`config.mk`:
```
export PLATFORM = sky130hd
export DESIGN_NAME = efuse_req_sched_flat
export DESIGN_NICKNAME = d
export VERILOG_FILES = /design/src/rtl/efuse_req_sched_if.sv /design/src/rtl/efuse_req_sched.sv /design/src/flat_wrapper.sv
export SDC_FILE = /design/constraint.sdc
export NUM_CORES = 1
export LEC_CHECK = 0
export CAP_MARGIN = 25
export CORE_MARGIN = 4
export CORE_UTILIZATION = 45
export CTS_BUF_LIST = sky130_fd_sc_hd__clkbuf_8
export DETAILED_ROUTE_END_ITERATION = 10
export PLACE_DENSITY = 0.87
export SYNTH_ARGS = -nofsm -noshare
export SYNTH_HDL_FRONTEND = slang
export SYNTH_SLANG_ARGS = --single-unit
```
`constraint.sdc`:
```
create_clock -name clk -period 2.8 [get_ports clk]
set_clock_uncertainty 0.05 [all_clocks]
set_input_delay 0.56 -clock clk [delete_from_list [all_inputs] [get_ports clk]]
set_output_delay 0.56 -clock clk [all_outputs]
set_load 0.05 [all_outputs]
```
`src/rtl/efuse_req_sched_if.sv`:
```
// efuse_ctrl engine port bundle: start/mode/select out, busy/done/data back.
interface efuse_req_sched_if #(
    parameter int NR    = 64,
    parameter int SEL_W = 2
);
    logic             efuse_start;
    logic [1:0]       efuse_mode;
    logic [SEL_W-1:0] efuse_sel;
    logic             efuse_busy;
    logic             read_done;
    logic             write_done;
    logic [NR-1:0]    read_data;

    // scheduler side
    modport master (
        output efuse_start, efuse_mode, efuse_sel,
        input  efuse_busy, read_done, write_done, read_data
    );

    // efuse_ctrl side
    modport slave (
        input  efuse_start, efuse_mode, efuse_sel,
        output efuse_busy, read_done, write_done, read_data
    );
endinterface

```
`src/rtl/efuse_req_sched.sv`:
```
// Shares the single eFuse engine between PMU autoload (full 256-bit shadow
// image, segment by segment) and software single-segment reads/writes.
module efuse_req_sched #(
    parameter int  NR      = 64,
    parameter int  BUSY_TO = 16,
    parameter int  DONE_TO = 1048575,
    parameter int  GAP_CYC = 2,
    localparam int NSEG    = 256 / NR,
    localparam int SEL_W   = (NSEG > 1) ? $clog2(NSEG) : 1
) (
    input  logic             clk,
    input  logic             rst_n,
    input  logic             autoload_req,
    input  logic             sw_req,
    input  logic             sw_write,
    input  logic [SEL_W-1:0] sw_sel,
    efuse_req_sched_if.master efuse,
    output logic [255:0]     shadow_data,
    output logic             autoload_done,
    output logic             autoload_vld,
    output logic             autoload_err,
    output logic             sw_ack,
    output logic             sw_err,
    output logic [NR-1:0]    sw_rdata,
    output logic             sched_busy
);
    // One shared cycle counter, wide enough for the longest of the timeouts.
    localparam int CMAX = (DONE_TO > BUSY_TO) ?
                          ((DONE_TO > GAP_CYC) ? DONE_TO : GAP_CYC) :
                          ((BUSY_TO > GAP_CYC) ? BUSY_TO : GAP_CYC);
    localparam int CW   = $clog2(CMAX + 1);

    typedef enum logic [2:0] {
        IDLE, ISSUE, WAIT_BUSY, WAIT_DONE, GAP, ERR
    } state_t;

    state_t           state_q, state_d;
    logic [CW-1:0]    cnt_q;
    logic             owner_q;      // 1 = autoload, 0 = software
    logic             pend_q;
    logic [1:0]       mode_q;
    logic [SEL_W-1:0] sel_q;        // doubles as autoload segment index
    logic [255:0]     shadow_q;
    logic [NR-1:0]    sw_rdata_q;
    logic             al_vld_q, al_err_q;
    logic             start_c, al_done_c, ack_c, err_c;

    logic al_go, done_hit, gap_end, al_more;
    assign al_go    = autoload_req | pend_q;
    // Only the done matching the latched mode counts; the other is ignored.
    assign done_hit = mode_q[0] ? efuse.write_done : efuse.read_done;
    assign gap_end  = (cnt_q == CW'(GAP_CYC));
    assign al_more  = owner_q && (sel_q != SEL_W'(NSEG - 1));

    // State register; counter restarts on every state change.
    always_ff @(posedge clk or negedge rst_n) begin
        if (!rst_n) begin
            state_q <= IDLE;
            cnt_q   <= '0;
        end else begin
            state_q <= state_d;
            cnt_q   <= (state_q != state_d) ? '0 : cnt_q + 1'b1;
        end
    end

    // Next-state: issue, busy handshake, done wait, inter-transaction gap.
    always_comb begin
        state_d = state_q;
        case (state_q)
            IDLE:      if (al_go || sw_req) state_d = ISSUE;
            ISSUE:     state_d = WAIT_BUSY;
            WAIT_BUSY: if (efuse.efuse_busy)                  state_d = WAIT_DONE;
                       else if (cnt_q == CW'(BUSY_TO - 1))    state_d = ERR;
            WAIT_DONE: if (done_hit)                          state_d = GAP;
                       else if (cnt_q == CW'(DONE_TO - 1))    state_d = ERR;
            GAP:       if (gap_end) state_d = al_more ? ISSUE : IDLE;
            ERR:       state_d = IDLE;
            default:   state_d = IDLE;
        endcase
    end

    // Outputs: start pulse in ISSUE, completion pulses at gap end or error.
    always_comb begin
        start_c   = 1'b0;
        al_done_c = 1'b0;
        ack_c     = 1'b0;
        err_c     = 1'b0;
        case (state_q)
            ISSUE: start_c = 1'b1;
            GAP:   if (gap_end && !al_more) begin
                       al_done_c = owner_q;
                       ack_c     = !owner_q;
                   end
            ERR:   begin
                       al_done_c = owner_q;
                       ack_c     = !owner_q;
                       err_c     = !owner_q;
                   end
            default: ;
        endcase
    end

    // Grant, pending autoload, segment stepping, data capture, status.
    always_ff @(posedge clk or negedge rst_n) begin
        if (!rst_n) begin
            owner_q    <= 1'b0;
            pend_q     <= 1'b0;
            mode_q     <= 2'b00;
            sel_q      <= '0;
            shadow_q   <= '0;
            sw_rdata_q <= '0;
            al_vld_q   <= 1'b0;
            al_err_q   <= 1'b0;
        end else begin
            if (state_q == IDLE) begin
                if (al_go) begin
                    owner_q  <= 1'b1;
                    mode_q   <= 2'b00;
                    sel_q    <= '0;
                    pend_q   <= 1'b0;
                    al_vld_q <= 1'b0;
                    al_err_q <= 1'b0;
                end else if (sw_req) begin
                    owner_q <= 1'b0;
                    mode_q  <= {1'b0, sw_write};
                    sel_q   <= sw_sel;
                end
            end else if (autoload_req && !owner_q) begin
                // autoload during a SW transaction waits; during autoload it is dropped
                pend_q <= 1'b1;
            end

            if (state_q == WAIT_DONE && done_hit && !mode_q[0]) begin
                if (owner_q) shadow_q[int'(sel_q)*NR +: NR] <= efuse.read_data;
                else         sw_rdata_q <= efuse.read_data;
            end

            if (state_q == GAP && gap_end && owner_q) begin
                if (al_more) sel_q    <= sel_q + 1'b1;
                else         al_vld_q <= 1'b1;
            end

            if (state_q == ERR && owner_q) begin
                al_err_q <= 1'b1;
                sel_q    <= '0;
            end
        end
    end

    assign efuse.efuse_start = start_c;
    assign efuse.efuse_mode  = mode_q;
    assign efuse.efuse_sel   = sel_q;
    assign shadow_data       = shadow_q;
    assign autoload_done     = al_done_c;
    assign autoload_vld      = al_vld_q;
    assign autoload_err      = al_err_q;
    assign sw_ack            = ack_c;
    assign sw_err            = err_c;
    assign sw_rdata          = sw_rdata_q;
    assign sched_busy        = (state_q != IDLE) || pend_q;
endmodule

```
`src/flat_wrapper.sv`:
```
// flat-port wrapper written by rule: the top's interface ports become plain ports
module efuse_req_sched_flat 
#(
    parameter int  NR      = 64,
    parameter int  BUSY_TO = 16,
    parameter int  DONE_TO = 1048575,
    parameter int  GAP_CYC = 2,
    localparam int NSEG    = 256 / NR,
    localparam int SEL_W   = (NSEG > 1) ? $clog2(NSEG) : 1
)
  (clk, rst_n, autoload_req, sw_req, sw_write, sw_sel, shadow_data, autoload_done, autoload_vld, autoload_err, sw_ack, sw_err, sw_rdata, sched_busy, efuse_efuse_start, efuse_efuse_mode, efuse_efuse_sel, efuse_efuse_busy, efuse_read_done, efuse_write_done, efuse_read_data);
  efuse_req_sched_if #(.NR(NR), .SEL_W(2)) efuse_i ();
  input  logic clk;
  input  logic rst_n;
  input  logic autoload_req;
  input  logic sw_req;
  input  logic sw_write;
  input  logic [SEL_W-1:0] sw_sel;
  output logic [255:0] shadow_data;
  output logic autoload_done;
  output logic autoload_vld;
  output logic autoload_err;
  output logic sw_ack;
  output logic sw_err;
  output logic [NR-1:0] sw_rdata;
  output logic sched_busy;
  output wire logic [$bits(efuse_i.efuse_start)-1:0] efuse_efuse_start;
  output wire logic [$bits(efuse_i.efuse_mode)-1:0] efuse_efuse_mode;
  output wire logic [$bits(efuse_i.efuse_sel)-1:0] efuse_efuse_sel;
  input wire logic [$bits(efuse_i.efuse_busy)-1:0] efuse_efuse_busy;
  input wire logic [$bits(efuse_i.read_done)-1:0] efuse_read_done;
  input wire logic [$bits(efuse_i.write_done)-1:0] efuse_write_done;
  input wire logic [$bits(efuse_i.read_data)-1:0] efuse_read_data;
  assign efuse_efuse_start = efuse_i.efuse_start;
  assign efuse_efuse_mode = efuse_i.efuse_mode;
  assign efuse_efuse_sel = efuse_i.efuse_sel;
  assign efuse_i.efuse_busy = efuse_efuse_busy;
  assign efuse_i.read_done = efuse_read_done;
  assign efuse_i.write_done = efuse_write_done;
  assign efuse_i.read_data = efuse_read_data;
  efuse_req_sched #(.NR(NR), .BUSY_TO(BUSY_TO), .DONE_TO(DONE_TO), .GAP_CYC(GAP_CYC)) u_core (.clk(clk), .rst_n(rst_n), .autoload_req(autoload_req), .sw_req(sw_req), .sw_write(sw_write), .sw_sel(sw_sel), .efuse(efuse_i), .shadow_data(shadow_data), .autoload_done(autoload_done), .autoload_vld(autoload_vld), .autoload_err(autoload_err), .sw_ack(sw_ack), .sw_err(sw_err), .sw_rdata(sw_rdata), .sched_busy(sched_busy));
endmodule
```
* Word level (Yosys, flattened, before mapping)
Cells that the tools add are included.
** Word-level totals
- Input port bits :: 74
- Flip-flop bits (word level) :: 351
- Word-level logic and storage cells :: 88
- Output and inout bits :: 331
** Operators by class
- Reduce and logical (&&, ||, !) cells :: 24
- Equal/unequal tests :: 11
- Mux-type cells :: 36
- Shifts and indexed selects :: 2
- Add/sub/neg operators :: 3
- Bitwise operators :: 2
** Operators by type and width (number)
- 256-bit bitwise mux :: 1
- 64-bit by 33-bit variable shift with 256-bit output, first input constant :: 1
- 64-bit by 33-bit indexed part select with 256-bit output :: 1
- 8-bit negation with 33-bit output :: 1
- 20-bit by 1-bit adder with 20-bit output, second input constant :: 1
- 20-bit by 2-bit == test with 1-bit output, second input constant :: 1
- 20-bit == test, second input constant :: 1
- 20-bit by 4-bit == test with 1-bit output, second input constant :: 1
- 20-bit two-way mux :: 1
- 3-bit two-way mux :: 6
- 1-bit two-way mux :: 17
- 2-bit two-way mux :: 8
- 3-bit one-hot mux with 5 select lines :: 1
- 2-bit AND reduction :: 5
- 1-bit logical AND :: 8
- 2-bit nonzero test :: 4
- 3-bit by 2-bit == test with 1-bit output, second input constant :: 2
- 3-bit == test, second input constant :: 2
- 1-bit one-hot mux with 2 select lines :: 2
- 3-bit by 1-bit == test with 1-bit output, second input constant :: 1
- 1-bit zero test :: 3
- 3-bit zero test :: 1
- 3-bit inequality test :: 1
- 3-bit nonzero test :: 1
- 6 further kinds :: 7

* Depth between registers and ports, before layout
- Word-level depth :: 7
- Depth in mapped cells :: 9
- Gate-level depth less buffers :: 6

* Worst setup path after synthesis
Ideal clock, no wire load.
- Path kind :: register to output
- Start :: register u_core.cnt_q[12]
- End :: output port sw_ack
- Cell stages (with the launch flop) :: 6
- Path buffers :: 0
- Data arrival time :: 2.199 ns
- Setup slack :: -0.009 ns
- Required time :: 2.190 ns
- Path through :: dfrtp_1 nor4_2 nand4_2 nor2_1 nor2_1 nor3_1
** On the way
- Word-level cells in the longest chain between the ends :: 4
** RTL lines
- start: declaration :: RTL line efuse_req_sched.sv:38 : logic [CW-1:0] cnt_q;
- start signal: assignment :: RTL line efuse_req_sched.sv:62 : cnt_q <= (state_q != state_d) ? '0 : cnt_q + 1'b1;
- 20-bit by 2-bit == test with 1-bit output :: RTL line efuse_req_sched.sv:52 : assign gap_end = (cnt_q == CW'(GAP_CYC));
- 1-bit logical AND :: RTL line efuse_req_sched.sv:90 : GAP: if (gap_end && !al_more) begin
- 1-bit two-way mux :: RTL line efuse_req_sched.sv:90
- 1-bit one-hot mux with 2 select lines :: RTL line efuse_req_sched.sv:88 : case (state_q)
- end: declaration :: RTL line flat_wrapper.sv:23 : output logic sw_ack;
No other way between the ends.

* Worst setup path after layout
- Start :: register u_core.cnt_q[19]
- End :: output port sw_ack
The elaborated chain is that of the path after synthesis.

==> results.md <==
* P&R area growth vs syn at 41.2%
* DRT iter0 DRCs at 1080
* Worst-Margin Slew at just over 0.7 ns
* Ant. Diodes at 0
* # setup viols final at 0
* Design area at approximately 20000 sq um
* DP Worst Slack at between 0.2 and 0.3 ns
* Tcrit/Tclk final at between 90% and 100%
* Tightest Hold Check Type: input pin to async pin
* First-pass GRT wire length at 69800 um
* Finished Layout Cells at about 2.3k
* Flop pwr share at between 30% and 40%
* Initial antenna violation count at 0
* Clock latency on the worst-skew pair at 0.56 ns
* Largest net degree at the start of global routing at 129
* CTS clk-pin slew, worst paths at around 0.070 ns
* # rows at 64
* Die area at ~34000 sq um
* Final hold violation count at 0
* Vias in the first global route at roughly 13k
* CTS root buf: clkbuf_8
* Post-synthesis cell type count at 42
* Worst Setup EP: sw_ack
* DRT Pass-1 Iters at 5
* GRT Overall Usage at between 20% and 30%
* Placement Cell Area at between 15000 and 20000 sq um
* Setup crit end kind: output pin
* R2R Setup Slk at around 0.27 ns
* Pleak at ~8.6 nW
* EDFF count, synth at 0
* RSZ-0062 raised after global routing: yes
* WS Path Type: register to output pin
* Sw frac at a little over two fifths
* H-Tree Depth at 2
* Via Count at 12.4k
* Worst slew margin at a little over half
* Final HPWL DP at between 30000 and 40000 um
* Startpoint Class: register
* Reg2Reg Depth at 7
* Worst setup path startpoint: u_core.cnt_q[19]$_DFF_PN0_
* Main synth FF type: dfrtp_1
* Share of cells above drive strength 1 at around an eighth
* Clock sink total at 350
* Total Routed Length at 45000 um
* Run status: complete, no violations
* Peak supply drop at around 0.0012 V
* Arrival @ worst endpoint at 2.18 ns
* Wire length per cell at 19.7 um
* Final max-slew violation count at 0
* GR Overflow Total at 0
* Max Root-Sink Buffers at 3
* Synthesized area per cell at a little under 10 sq um
* Sequential share of the synthesized area at between 60% and 70%
* Mapped Cells at about 1.4k
* Clock share of power at around 22%
* #FFs+latches synth at 350
* DR vias/cell at roughly 5.4
* Post-Syn Area at approximately 14000 sq um
* CORE AREA at 30800 sq um
* DRT antenna net count at 0
* Worst reg2reg path startpoint: u_core.cnt_q[19]$_DFF_PN0_
* Chip Width at about 190 um
* Final net count at 1927
* Asr flop ratio synth at 100%
* PD cells at 1020 nW/um^2
* CP max FO at 3
* Inserted Clock Buffers at 56
* Final min period at 2.79 ns
* P_int at 0.0114 W
* Routability cong. at about 0.87
* Die height at approximately 190 um
* Post-Place Cells at 2174
* Final Worst Setup Slack at about 0.013 ns
* Max Cap Viol at 0
* Combinational Power Share at a little under half
* CTS tree: done
* Max Clk Rate at around 0.36 GHz
* IO Port Bufs at about 400
* FF-to-FF End: u_core.cnt_q[15]$_DFF_PN0_
* Worst EP required at approximately 2.2 ns
* Synth Warn # at 0
* Initial Util at a little under half
* Mapped Nets at roughly 1.5k
* Net switching power at 0.00896 W
* # IOs at slightly above 400
* Remaining DRCs at 0
## how the worst min path moves through the flow
stage,from,end,slack [ns]
2_1_floorplan,rst_n,u_core.autoload_err$_DFFE_PN0P_,0.21
3_5_place_dp,u_core.shadow_data[140]$_DFFE_PN0P_,u_core.shadow_data[140]$_DFFE_PN0P_,0.42
3_3_place_gp,u_core.shadow_data[87]$_DFFE_PN0P_,u_core.shadow_data[87]$_DFFE_PN0P_,0.41
6_report,rst_n,u_core.sw_rdata[54]$_DFFE_PN0P_,0.41
4_1_cts,rst_n,u_core.sw_rdata[1]$_DFFE_PN0P_,0.40
5_1_grt,rst_n,u_core.sw_rdata[54]$_DFFE_PN0P_,0.42
## power groups by stage
| stage | clock [W] | sequential, W | combinational, W |
|---|---|---|---|
| after floorplan | 0 | 0.00996 | 0.00256 |
| after global placement | 0 | 0.00670 | 0.00904 |
| after detailed placement | 0 | 0.00677 | 0.00922 |
| after CTS | 0.00451 | 0.00670 | 0.00926 |
| after global routing | 0.00476 | 0.00682 | 0.00977 |
| final | 0.00443 | 0.00670 | 0.00926 |
## repair_timing
action	4_1_cts	5_1_grt
gates resized for setup	3	11
hold buffers	1	0
hold endpoints to repair	39	0
pin swaps	2	5
buffers inserted	1	7
endpoints found under the setup margin	4	3
## synth_stat cells (2+ instances only)
cell      count  area, sq um
a21oi_1       3         15.0
a22oi_1       2         15.0
and2_1        3         18.8
and3_1        3         18.8
buf_2         7         35.0
buf_6         2         22.5
clkbuf_1     87          327
dfrtp_1     350         8760
ha_1          8          100
inv_1        11         41.3
mux2_2       64          721
nand2_1     535         2010
nand2b_1      2         12.5
nand3_1       8         40.0
nand4_1       8         50.1
nor2_1       17         63.8
nor3_1       10         50.1
nor3_2       21          210
nor3b_1       4         30.0
nor4_2        3         37.5
o21ai_0     258         1290
o31ai_1       2         15.0
or4_1         2         15.0
xnor2_1      10         87.6
xor2_1        8         70.1
## registers in the layout, summed over array words and instances, names as in the netlist
name / flops
u_core.shadow_data: 256
u_core.sw_rdata: 64
u_core.cnt_q: 20
u_core.state_q: 3
u_core.efuse.efuse_sel: 2
u_core.autoload_err: 1
u_core.autoload_vld: 1
u_core.efuse.efuse_mode: 1
u_core.owner_q: 1
u_core.pend_q: 1
## layout make-up
class	instances	area (sq um)
fillers	2248	10800
flip-flops and latches	350	8760
multi-input cells	986	5110
repair buffers	440	4510
clock buffers	72	991
well taps	396	495
clock inverters	25	153
inverters	11	41.3
## metal layers
layer	track usage (%)	routed length (um)	vias to the layer above
met3	7.00	4490	149
met2	43.0	21900	655
met5	0	0	-
li1	-	-	5550
met4	11.0	2140	0
met1	30.6	16500	5997
## critical path, cell delays in order (launching register included)
cell and delay, ns:
dfrtp_1 0.41, nor4_2 0.33, nand4_2 0.20, nor2_4 0.18, nor2_2 0.05, nor3_2 0.23, clkbuf_16 0.21
## cell usage in the layout (no fill, tap or decap), types with 5 or more instances in the layout
master,n
dfrtp_1,346
nand3_1,8
nand2_1,530
clkbuf_8,72
buf_4,23
clkdlybuf4s50_1,397
nor2_1,15
clkinv_2,5
xnor2_1,10
mux2_2,64
o21ai_0,258
nor3_1,8
ha_1,8
buf_12,14
inv_1,29
xor2_1,8
nor3_2,22
nand4_1,8
## stage by stage
stage | setup TNS (ns) | util (%) | hold WS, ns | power [W]
after detailed placement | 0 | 61.0 | 0.419 | 0.0160
after CTS | -0.00333 | 64.8 | 0.403 | 0.0205
after global placement | 0 | 61.0 | 0.410 | 0.0157
after floorplan | 0 | - | 0.214 | 0.0125
final | 0 | 65.1 | 0.414 | 0.0204
after global routing | -0.194 | 65.1 | 0.421 | 0.0213
## kinds of logic (layout without fill, tap and decap cells)
kind of cell	after synthesis	count (layout)	synth area share (%)
and+or+nand+nor	622	622	18.5
DFF	350	350	61.6
AOI/OAI and AO/OA	273	273	9.92
buffers and inverters	109	548	3.07
muxes	64	64	5.07
xor gates and xnor gates	18	18	1.11
adders and majority gates	8	8	0.705
other	1	1	0.0264
No activity file was read; power rests on OpenSTA's default activity.
